--- config.mk ---
export PLATFORM = sky130hd
export DESIGN_NAME = text_write_ctrl_flat
export DESIGN_NICKNAME = d
export VERILOG_FILES = /design/src/rtl/text_write_ctrl_pkg.sv /design/src/rtl/text_write_ctrl_if.sv /design/src/rtl/text_write_ctrl_cursor.sv /design/src/rtl/text_write_ctrl.sv /design/src/flat_wrapper.sv
export SDC_FILE = /design/constraint.sdc
export NUM_CORES = 1
export LEC_CHECK = 0
export CAP_MARGIN = 25
export CORE_MARGIN = 2
export CORE_UTILIZATION = 51
export CTS_CLUSTER_SIZE = 30
export DETAILED_ROUTE_END_ITERATION = 12
export GPL_TIMING_DRIVEN = 0
export PLACE_DENSITY = 0.84
export SLEW_MARGIN = 40
export SYNTH_ARGS = -nofsm -noshare
export SYNTH_HDL_FRONTEND = slang
export SYNTH_SLANG_ARGS = --single-unit
--- constraint.sdc ---
create_clock -name clk -period 2.8 [get_ports clk]
set_input_delay 0.56 -clock clk [delete_from_list [all_inputs] [get_ports clk]]
set_output_delay 0.56 -clock clk [all_outputs]
set_load 0.01 [all_outputs]
--- src/rtl/text_write_ctrl_pkg.sv ---
// Shared constants, state/command enums and byte classification for the text write path.
package text_buf_pkg;

  localparam int ROWS_DEF = 32;
  localparam int COLS_DEF = 4;

  localparam logic [7:0] CHAR_CR    = 8'h0D;
  localparam logic [7:0] CHAR_LF    = 8'h0A;
  localparam logic [7:0] CHAR_BS    = 8'h08;
  localparam logic [7:0] CHAR_FF    = 8'h0C;
  localparam logic [7:0] CHAR_BLANK = 8'h00;
  localparam logic [7:0] PRINT_LO   = 8'h20;
  localparam logic [7:0] PRINT_HI   = 8'h7E;

  typedef enum logic [1:0] {
    IDLE  = 2'd0,
    EXEC  = 2'd1,
    CLEAR = 2'd2
  } state_t;

  typedef enum logic [2:0] {
    CUR_HOLD    = 3'd0,
    CUR_ADVANCE = 3'd1,
    CUR_RETREAT = 3'd2,
    CUR_NEWLINE = 3'd3,
    CUR_CR      = 3'd4,
    CUR_HOME    = 3'd5
  } cur_cmd_t;

  function automatic logic is_printable(input logic [7:0] b);
    return (b >= PRINT_LO) && (b <= PRINT_HI);
  endfunction

endpackage

--- src/rtl/text_write_ctrl_if.sv ---
// Byte stream in plus RAM write bus out; the controller sits on the slave modport.
interface text_write_ctrl_if #(
  parameter int ROW_W = 5,
  parameter int COL_W = 2
);
  logic [7:0]       rx_data;
  logic             rx_valid;
  logic             rx_ready;
  logic             we;
  logic [ROW_W-1:0] w_row;
  logic [COL_W-1:0] w_col;
  logic [7:0]       din;

  modport master (
    output rx_data, rx_valid,
    input  rx_ready, we, w_row, w_col, din
  );

  modport slave (
    input  rx_data, rx_valid,
    output rx_ready, we, w_row, w_col, din
  );
endinterface

--- src/rtl/text_write_ctrl_cursor.sv ---
// Row/column cursor with wrap rules; also serves as the address counter of the clear sweep.
module text_cursor
  import text_buf_pkg::*;
#(
  parameter int ROWS  = ROWS_DEF,
  parameter int COLS  = COLS_DEF,
  parameter int ROW_W = 5,
  parameter int COL_W = 2
) (
  input  logic             clk,
  input  logic             reset,
  input  cur_cmd_t         cmd,
  output logic [ROW_W-1:0] row,
  output logic [COL_W-1:0] col,
  output logic [ROW_W-1:0] adv_row,
  output logic [COL_W-1:0] adv_col,
  output logic [ROW_W-1:0] ret_row,
  output logic [COL_W-1:0] ret_col
);

  localparam logic [ROW_W-1:0] ROW_LAST = ROW_W'(ROWS - 1);
  localparam logic [COL_W-1:0] COL_LAST = COL_W'(COLS - 1);
  localparam logic [ROW_W-1:0] ROW_ZERO = {ROW_W{1'b0}};
  localparam logic [COL_W-1:0] COL_ZERO = {COL_W{1'b0}};
  localparam logic [ROW_W-1:0] ROW_ONE  = ROW_W'(1);
  localparam logic [COL_W-1:0] COL_ONE  = COL_W'(1);

  logic [ROW_W-1:0] row_r, row_inc_s, row_nxt_s;
  logic [COL_W-1:0] col_r, col_nxt_s;

  // Neighbouring positions: one cell forward and one cell back, wrapping at the screen edges.
  always_comb begin
    row_inc_s = (row_r == ROW_LAST) ? ROW_ZERO : row_r + ROW_ONE;
    if (col_r == COL_LAST) begin
      adv_row = row_inc_s;
      adv_col = COL_ZERO;
    end else begin
      adv_row = row_r;
      adv_col = col_r + COL_ONE;
    end
    if (col_r == COL_ZERO) begin
      ret_row = (row_r == ROW_ZERO) ? ROW_LAST : row_r - ROW_ONE;
      ret_col = COL_LAST;
    end else begin
      ret_row = row_r;
      ret_col = col_r - COL_ONE;
    end
  end

  // Command decode into the next cursor position.
  always_comb begin
    row_nxt_s = row_r;
    col_nxt_s = col_r;
    case (cmd)
      CUR_HOLD:    begin row_nxt_s = row_r;     col_nxt_s = col_r;    end
      CUR_ADVANCE: begin row_nxt_s = adv_row;   col_nxt_s = adv_col;  end
      CUR_RETREAT: begin row_nxt_s = ret_row;   col_nxt_s = ret_col;  end
      CUR_NEWLINE: begin row_nxt_s = row_inc_s; col_nxt_s = COL_ZERO; end
      CUR_CR:      begin row_nxt_s = row_r;     col_nxt_s = COL_ZERO; end
      CUR_HOME:    begin row_nxt_s = ROW_ZERO;  col_nxt_s = COL_ZERO; end
      default:     begin row_nxt_s = row_r;     col_nxt_s = col_r;    end
    endcase
  end

  // Cursor register.
  always_ff @(posedge clk or posedge reset) begin
    if (reset) begin
      row_r <= ROW_ZERO;
      col_r <= COL_ZERO;
    end else begin
      row_r <= row_nxt_s;
      col_r <= col_nxt_s;
    end
  end

  assign row = row_r;
  assign col = col_r;

endmodule

--- src/rtl/text_write_ctrl.sv ---
// Turns a received byte stream into character-RAM writes, handling CR/LF/BS and a paced FF clear.
// Backspace support is enabled by defining TEXT_WRITE_BACKSPACE_EN; otherwise 0x08 is discarded.
module text_write_ctrl
  import text_buf_pkg::*;
#(
  parameter int ROWS  = ROWS_DEF,
  parameter int COLS  = COLS_DEF,
  parameter int ROW_W = 5,
  parameter int COL_W = 2
) (
  input  logic              clk,
  input  logic              reset,
  text_write_ctrl_if.slave  bus,
  output logic              busy,
  output logic [ROW_W-1:0]  cur_row,
  output logic [COL_W-1:0]  cur_col
);

`ifdef TEXT_WRITE_BACKSPACE_EN
  localparam logic BS_EN = 1'b1;
`else
  localparam logic BS_EN = 1'b0;
`endif

  localparam logic [ROW_W-1:0] ROW_LAST = ROW_W'(ROWS - 1);
  localparam logic [COL_W-1:0] COL_LAST = COL_W'(COLS - 1);
  localparam logic [ROW_W-1:0] ROW_ZERO = {ROW_W{1'b0}};
  localparam logic [COL_W-1:0] COL_ZERO = {COL_W{1'b0}};

  state_t           state_r, next_state_s;
  cur_cmd_t         cmd_s;
  logic [7:0]       byte_r;
  logic             we_r, we_s;
  logic [ROW_W-1:0] w_row_r, w_row_s, adv_row_s, ret_row_s;
  logic [COL_W-1:0] w_col_r, w_col_s, adv_col_s, ret_col_s;
  logic [7:0]       din_r, din_s;
  logic             at_origin_s, at_last_s;

  text_cursor #(.ROWS(ROWS), .COLS(COLS), .ROW_W(ROW_W), .COL_W(COL_W)) u_cursor (
    .clk     (clk),
    .reset   (reset),
    .cmd     (cmd_s),
    .row     (cur_row),
    .col     (cur_col),
    .adv_row (adv_row_s),
    .adv_col (adv_col_s),
    .ret_row (ret_row_s),
    .ret_col (ret_col_s)
  );

  assign at_origin_s = (cur_row == ROW_ZERO) && (cur_col == COL_ZERO);
  assign at_last_s   = (cur_row == ROW_LAST) && (cur_col == COL_LAST);

  // Writes are decided on the accepting edge so they appear in EXEC, while the
  // cursor moves at the end of EXEC; the sweep loads the next cell address each cycle.
  always_comb begin
    next_state_s = state_r;
    cmd_s        = CUR_HOLD;
    we_s         = 1'b0;
    w_row_s      = w_row_r;
    w_col_s      = w_col_r;
    din_s        = din_r;
    case (state_r)
      IDLE: begin
        if (bus.rx_valid) begin
          next_state_s = EXEC;
          if (is_printable(bus.rx_data)) begin
            we_s    = 1'b1;
            w_row_s = cur_row;
            w_col_s = cur_col;
            din_s   = bus.rx_data;
          end else if (BS_EN && (bus.rx_data == CHAR_BS) && !at_origin_s) begin
            we_s    = 1'b1;
            w_row_s = ret_row_s;
            w_col_s = ret_col_s;
            din_s   = CHAR_BLANK;
          end else begin
            we_s = 1'b0;
          end
        end else begin
          next_state_s = IDLE;
        end
      end
      EXEC: begin
        next_state_s = IDLE;
        if (is_printable(byte_r)) begin
          cmd_s = CUR_ADVANCE;
        end else if (byte_r == CHAR_CR) begin
          cmd_s = CUR_CR;
        end else if (byte_r == CHAR_LF) begin
          cmd_s = CUR_NEWLINE;
        end else if (BS_EN && (byte_r == CHAR_BS) && !at_origin_s) begin
          cmd_s = CUR_RETREAT;
        end else if (byte_r == CHAR_FF) begin
          cmd_s        = CUR_HOME;
          next_state_s = CLEAR;
          we_s         = 1'b1;
          w_row_s      = ROW_ZERO;
          w_col_s      = COL_ZERO;
          din_s        = CHAR_BLANK;
        end else begin
          cmd_s = CUR_HOLD;
        end
      end
      CLEAR: begin
        // Advancing past the last cell wraps the cursor back to home.
        cmd_s = CUR_ADVANCE;
        if (at_last_s) begin
          next_state_s = IDLE;
          we_s         = 1'b0;
        end else begin
          we_s    = 1'b1;
          w_row_s = adv_row_s;
          w_col_s = adv_col_s;
          din_s   = CHAR_BLANK;
        end
      end
      default: begin
        next_state_s = IDLE;
      end
    endcase
  end

  // State, captured byte and registered RAM write outputs.
  always_ff @(posedge clk or posedge reset) begin
    if (reset) begin
      state_r <= IDLE;
      byte_r  <= 8'h00;
      we_r    <= 1'b0;
      w_row_r <= ROW_ZERO;
      w_col_r <= COL_ZERO;
      din_r   <= 8'h00;
    end else begin
      state_r <= next_state_s;
      if ((state_r == IDLE) && bus.rx_valid) begin
        byte_r <= bus.rx_data;
      end
      we_r    <= we_s;
      w_row_r <= w_row_s;
      w_col_r <= w_col_s;
      din_r   <= din_s;
    end
  end

  assign bus.rx_ready = (state_r == IDLE);
  assign bus.we       = we_r;
  assign bus.w_row    = w_row_r;
  assign bus.w_col    = w_col_r;
  assign bus.din      = din_r;
  assign busy         = (state_r == CLEAR);

endmodule

--- src/flat_wrapper.sv ---
// flat-port wrapper written by rule: the top's interface ports become plain ports
module text_write_ctrl_flat import text_buf_pkg::*;
#(
  parameter int ROWS  = ROWS_DEF,
  parameter int COLS  = COLS_DEF,
  parameter int ROW_W = 5,
  parameter int COL_W = 2
)
  (clk, reset, busy, cur_row, cur_col, bus_rx_data, bus_rx_valid, bus_rx_ready, bus_we, bus_w_row, bus_w_col, bus_din);
  text_write_ctrl_if #(.ROW_W(ROW_W), .COL_W(COL_W)) bus_i ();
  input  logic clk;
  input  logic reset;
  output logic busy;
  output logic [ROW_W-1:0] cur_row;
  output logic [COL_W-1:0] cur_col;
  input wire logic [$bits(bus_i.rx_data)-1:0] bus_rx_data;
  input wire logic [$bits(bus_i.rx_valid)-1:0] bus_rx_valid;
  output wire logic [$bits(bus_i.rx_ready)-1:0] bus_rx_ready;
  output wire logic [$bits(bus_i.we)-1:0] bus_we;
  output wire logic [$bits(bus_i.w_row)-1:0] bus_w_row;
  output wire logic [$bits(bus_i.w_col)-1:0] bus_w_col;
  output wire logic [$bits(bus_i.din)-1:0] bus_din;
  assign bus_i.rx_data = bus_rx_data;
  assign bus_i.rx_valid = bus_rx_valid;
  assign bus_rx_ready = bus_i.rx_ready;
  assign bus_we = bus_i.we;
  assign bus_w_row = bus_i.w_row;
  assign bus_w_col = bus_i.w_col;
  assign bus_din = bus_i.din;
  text_write_ctrl #(.ROWS(ROWS), .COLS(COLS), .ROW_W(ROW_W), .COL_W(COL_W)) u_core (.clk(clk), .reset(reset), .bus(bus_i), .busy(busy), .cur_row(cur_row), .cur_col(cur_col));
endmodule
# --- Yosys cells after proc, flatten, opt, wreduce, memory -nomap -nowiden ---
# Index checks and enable logic that the tools add are counted.
word_totals:
  regBits: 33
  out_inout_bits: 25
  in_bits: 11
  wordCells: 102
classes:
  reduce_logical: 13
  order_cmp: 4
  eq_ne: 21
  n_mux: 52
  addsub: 4
op_table:
  columns: ["cell", "count"]
  rows:
  - ["8-bit two-way mux", 7]
  - ["5-bit two-way mux", 11]
  - ["2-bit two-way mux", 14]
  - ["8-bit by 4-bit == test with 1-bit output (second input constant)", 3]
  - ["8-bit case mux with 3 select lines", 1]
  - ["5-bit case mux with 4 select lines", 1]
  - ["2-bit case mux with 3 select lines", 3]
  - ["8-bit by 6-bit greater-or-equal comparator with 1-bit output (second input constant)", 2]
  - ["8-bit by 7-bit less-or-equal comparator with 1-bit output (second input constant)", 2]
  - ["5-bit case mux with 3 select lines", 1]
  - ["3-bit two-way mux", 4]
  - ["2-bit != test (second input constant)", 5]
  - ["1-bit two-way mux", 8]
  - ["2-bit by 1-bit != test with 1-bit output (second input constant)", 4]
  - ["8-bit AND reduction", 1]
  - ["3-bit by 2-bit == test with 1-bit output (second input constant)", 2]
  - ["3-bit == test (second input constant)", 2]
  - ["3-bit case mux with 2 select lines", 1]
  - ["3-bit nonzero test", 2]
  - ["5-bit by 1-bit adder with 5-bit output (second input constant)", 1]
  - ["5-bit == test (second input constant)", 1]
  - ["5-bit logical NOT", 1]
  - ["5-bit by 1-bit subtractor with 5-bit output (second input constant)", 1]
  - ["2-bit == test (second input constant)", 2]
  - ["10 further kinds", 14]

# --- Logic depth before layout (Yosys ltp) ---
# Gate-level depths: netlist (run 1).
logic_depth:
  depth_word: 9
  depth_mapped: 9
  ltp_nobuf: 7

# --- Modules after synthesis ---
# From an unflattened synthesis (run 1), not the netlist that was laid out.
unflattened:
  hier_cells: 226
  hier_area_um2: 2224.6
by_module_without_submodules:
  columns: ["module", "seq_area_each_um2", "n_inst", "cells_per_inst", "area_each_um2"]
  rows:
  - ["text_write_ctrl", 650.6, 1, 124, 1377.6]
  - ["text_cursor", 175.2, 1, 102, 847.1]

# --- Worst setup path after synthesis (run 1) ---
# Ideal clock, no wire load.
synth_path:
  path_type: "register -> register"
  startpoint: "register u_core.u_cursor.row_r[0] (netlist: u_core.u_cursor.row[0])"
  endpoint: "register u_core.din_r[0] (netlist: u_core.bus.din[0])"
  setup_time_ns: 0.120
  path_stages_with_launch: 9
  n_path_buf: 1
  synth_period_minus_slack_ns: 2.141
  slack_ns: 0.659
  t_required_ns: 2.680
  arrival_ns: 2.021
  cell_sequence: "dfrtp_1 > ha_1 > and3_1 > ha_1 > a31o_2 > a221oi_2 > buf_6 > nor2b_1 > a31o_2"
synth_between:
  elab_chain_len: 4
synth_lines:
  columns: ["element", "line_no", "source"]
  rows:
  - ["from (decl)", "text_write_ctrl_cursor.sv:28", "logic [ROW_W-1:0] row_r, row_inc_s, row_nxt_s;"]
  - ["from (signal assigned)", "text_write_ctrl_cursor.sv:71", "row_r <= row_nxt_s;"]
  - ["5-bit == test", "text_write_ctrl.sv:52", "assign at_last_s = (cur_row == ROW_LAST) && (cur_col == COL_LAST);"]
  - ["1-bit logical AND", "text_write_ctrl.sv:52", null]
  - ["2-bit != test (no source line)", null, null]
  - ["8-bit AND reduction (no source line)", null, null]
  - ["to (signal assigned)", "text_write_ctrl.sv:141", "din_r <= din_s;"]
  - ["to (decl)", "text_write_ctrl.sv:36", "logic [7:0] din_r, din_s;"]
# No other way between the ends.
# A chain may end at the register's enable or synchronous reset.

# --- Worst setup path after layout (run 1) ---
layout_path:
  startpoint: "register u_core.u_cursor.row_r[0] (netlist: u_core.u_cursor.row[0])"
  endpoint: "register u_core.din_r[7] (netlist: u_core.bus.din[7])"
# Same word-level chain as after synthesis.

==> results of run 1 <==
cell families after synthesis:
group | synth area share (%)
simple gates | 16.4
compound gates | 20.7
flops | 45.3
buf+inv | 4.88
mux | 5.49
fa+ha+maj | 6.18
xor+xnor | 0.962
cells in the final DEF, fill, tap and decap left out, types with 2 or more instances in the layout:
cell,instances
mux2_2,8
clkbuf_1,3
and2b_1,2
buf_12,2
and3_1,3
nand3_1,4
nand2b_1,2
a21boi_0,2
nor3b_1,3
clkdlybuf4s50_1,35
o211ai_1,2
and3b_1,2
nor3_1,2
a211oi_1,2
clkbuf_4,5
nand4_1,2
ha_1,9
nand2_1,5
nor2b_1,8
a22o_1,5
o21ba_2,2
o21ai_0,4
a21oi_1,11
inv_1,7
a31o_2,9
nor2_1,13
xor2_1,2
a22oi_1,4
dfrtp_1,33
layout make-up:
class / instances / area (um2) / area share (%)
Buffer: 5 / 58.8 / 2.54
Clock buffer: 7 / 55.1 / 2.38
Clock inverter: 1 / 30.0 / 1.30
Inverter: 8 / 30.0 / 1.30
Multi-Input combinational cell: 121 / 907 / 39.2
Sequential cell: 33 / 826 / 35.7
Tap cell: 46 / 57.6 / 2.49
Timing Repair Buffer: 35 / 350 / 15.1
layer usage:
layer | vias to the layer above | global-route usage, % | wire, um
li1 | 700 | - | -
met1 | 705 | 26.3 | 1650
met2 | 57 | 37.4 | 2030
met3 | 11 | 5.99 | 182
met4 | 0 | 7.88 | 89
met5 | - | 0 | 0
flip-flops by register name, indices dropped and copies added, names as in the netlist:
register and count:
u_core.bus.din 8, u_core.state_r 2, u_core.bus.w_col 2, u_core.bus.w_row 5
u_core.bus.we 1, u_core.u_cursor.row 5, u_core.byte_r 8, u_core.u_cursor.col 2
power by group:
group          total, mW  internal, mW  switching (mW)
Sequential         0.633         0.555          0.0781
Clock              0.376         0.213           0.162
Combinational      0.417         0.235           0.182
Total               1.43          1.00           0.422
worst register-to-register path, stage by stage (launching register included):
cell and delay [ns]:
dfrtp_1 0.47, ha_1 0.29, and3_1 0.20, ha_1 0.28, a31o_2 0.30, a221oi_2 0.27
buf_6 0.21, nor2b_1 0.07, a31o_2 0.21
worst paths after layout:
path	endpoint	slack (ns)
setup / recovery	u_core.bus.din[7]	0.42
hold / removal	u_core.bus.w_row[3]	0.53
setup reg to reg	u_core.bus.din[7]	0.42
hold reg to reg	u_core.bus.w_row[3]	0.53
max in group asynchronous	u_core.u_cursor.col[0]	1.72
min in group asynchronous	u_core.bus.din[6]	0.62
through the flow:
stage                     setup slack, ns  power [mW]
after CTS                           0.400        1.43
after global routing                0.240        1.51
after global placement              0.501        1.04
after detailed placement            0.414        1.06
final                               0.418        1.43
after floorplan                     0.659       0.860
==> impl_metrics.ini, run 1 <==
[floorplanning]
fp.dieW_um = 63.8
dieHeight_um = 63.8
fp-row-count = 21
ioPinCount = 36
die-area_um2 = 4070
start_util_pct = 53.7
core_um2 = 3390

[hold_path]
hp-class = reg -> reg
hold_depth = 2
hold_start = u_core.bus.w_row[3]

[worst_setup_path]
cp-end-kind = register
timing.rr.start = u_core.u_cursor.row[0]
path_max_fanout = 10
worstPathCellList = ha_1 > and3_1 > ha_1 > a31o_2 > a221oi_2 > buf_6 > nor2b_1 > a31o_2
cpMaxStageDelayCell = dfrtp_1
cp.arrival_ns = 2.63
crit_type = reg -> reg
worstPathRequired_ns = 3.04
r2r_cells = 8
crit_start = u_core.u_cursor.row[0]
start_kind = register
crit_buf_inv = 1
cp_top_family = compound AO/OA/AOI/OAI gates
cp.depth = 8
critPathMaxStageDelay_ns = 0.47

[sta]
holdWs_ns = 0.532
finalCritPeriodShare_pct = 85.1
finalCriticalPeriod_ns = 2.38
setup-violations-final = 0
slew_viol_final = 0
worst_pin_slew_ns = 0.676
finalHoldViolations = 0
maxClockFrequency_mhz = 420
slew_headroom_pct = 54.9
setup_tns_ns = 0
grt_setup_unrepaired = false
skew_ns = 0.0161

[drt]
drtAntennaViolNets = 0
drt-vias-per-instance = 5.75
vias = 1473
finalWirelength_um = 3950
drt_iter0_drc = 67
firstDrtPassIters = 4
wl_per_cell_um = 15.4
drc = 0

[yosys]
yosys-top-cells-count = 33 x dfrtp_1, 13 x nor2_1, 11 x a21oi_1
avgSynthCellArea_um2 = 10.9
yosysUniqueCellTypes = 43
synth_flop_cell = dfrtp_1
yosysWarnings = 0
netlist_area_um2 = 1820
synth_edf_count = 0
yosysSeqAreaShare_pct = 45.3
yosysMostFrequentCell = dfrtp_1
ys_async_sr_fraction_pct = 100
synth_top_area_share_pct = 45.3
syn_inst = 167
synthesis.nets = 187
yosys.area.top_type = dfrtp_1
synth-seq-cells = 33
synth.area.top_cells = dfrtp_1 45%, ha_1 6.2%, mux2_2 4.9%

[grt]
antenna_found_initial = 0
track_usage_pct = 21.8
grt_pass1_wl_um = 6830
grt_pass1_vias = 1457
globalRoute.totalOverflow = 0
grt_max_degree = 34

[cells_and_area]
diodes = 0
drive_gt1_share_pct = 16.2
fillerInstances = 255
layout.nets = 229
instances_no_fill = 256
final_area_um2 = 2310
layout-area-overhead-vs-synth_pct = 27.1
final_util_pct = 68.3

[power_and_ir_drop]
p_per_area_nw_per_um2 = 616
leakagePower_nw = 0.986
peakVddDrop_mv = 0.399

[placed_design]
port_buffers = 35
place.detailed.hpwl_um = 2920
gp_congestion = 0.852
place_area_um2 = 2230
placed_cells = 248

[cts]
holdBufCountCts = 0
cts-root-buf = clkbuf_4
cts.htree.levels = 2
cts_setup_buffers = 0
clkSinkCount = 33
clk_latency_ns = 0.34
path_clk_slew_ns = 0.11
cts_buffers = 5
cts_tree = built
clk_path_buf_depth = 2
cts_resized = 0

[run]
maxCapViolCount = 0

[status]
status = finished clean
Power figures use the tool's default switching activity.
==> inputs of run 2 (changes only) <==
--- a/config.mk
+++ b/config.mk
@@ -11,6 +11,7 @@
 export CTS_CLUSTER_SIZE = 30
 export DETAILED_ROUTE_END_ITERATION = 12
 export GPL_TIMING_DRIVEN = 0
+export HOLD_SLACK_MARGIN = 0.12
 export PLACE_DENSITY = 0.84
 export SLEW_MARGIN = 40
 export SYNTH_ARGS = -nofsm -noshare
==> results of run 2 <==
The final DEF is identical to that of run 1; final timing and power are the same.
==> inputs of run 3 (changes only) <==
--- a/config.mk
+++ b/config.mk
@@ -5,7 +5,7 @@
 export SDC_FILE = /design/constraint.sdc
 export NUM_CORES = 1
 export LEC_CHECK = 0
-export CAP_MARGIN = 25
+export CAP_MARGIN = 20
 export CORE_MARGIN = 2
 export CORE_UTILIZATION = 51
 export CTS_CLUSTER_SIZE = 30
==> results of run 3 <==
The final DEF is identical to that of run 1; final timing and power are the same.
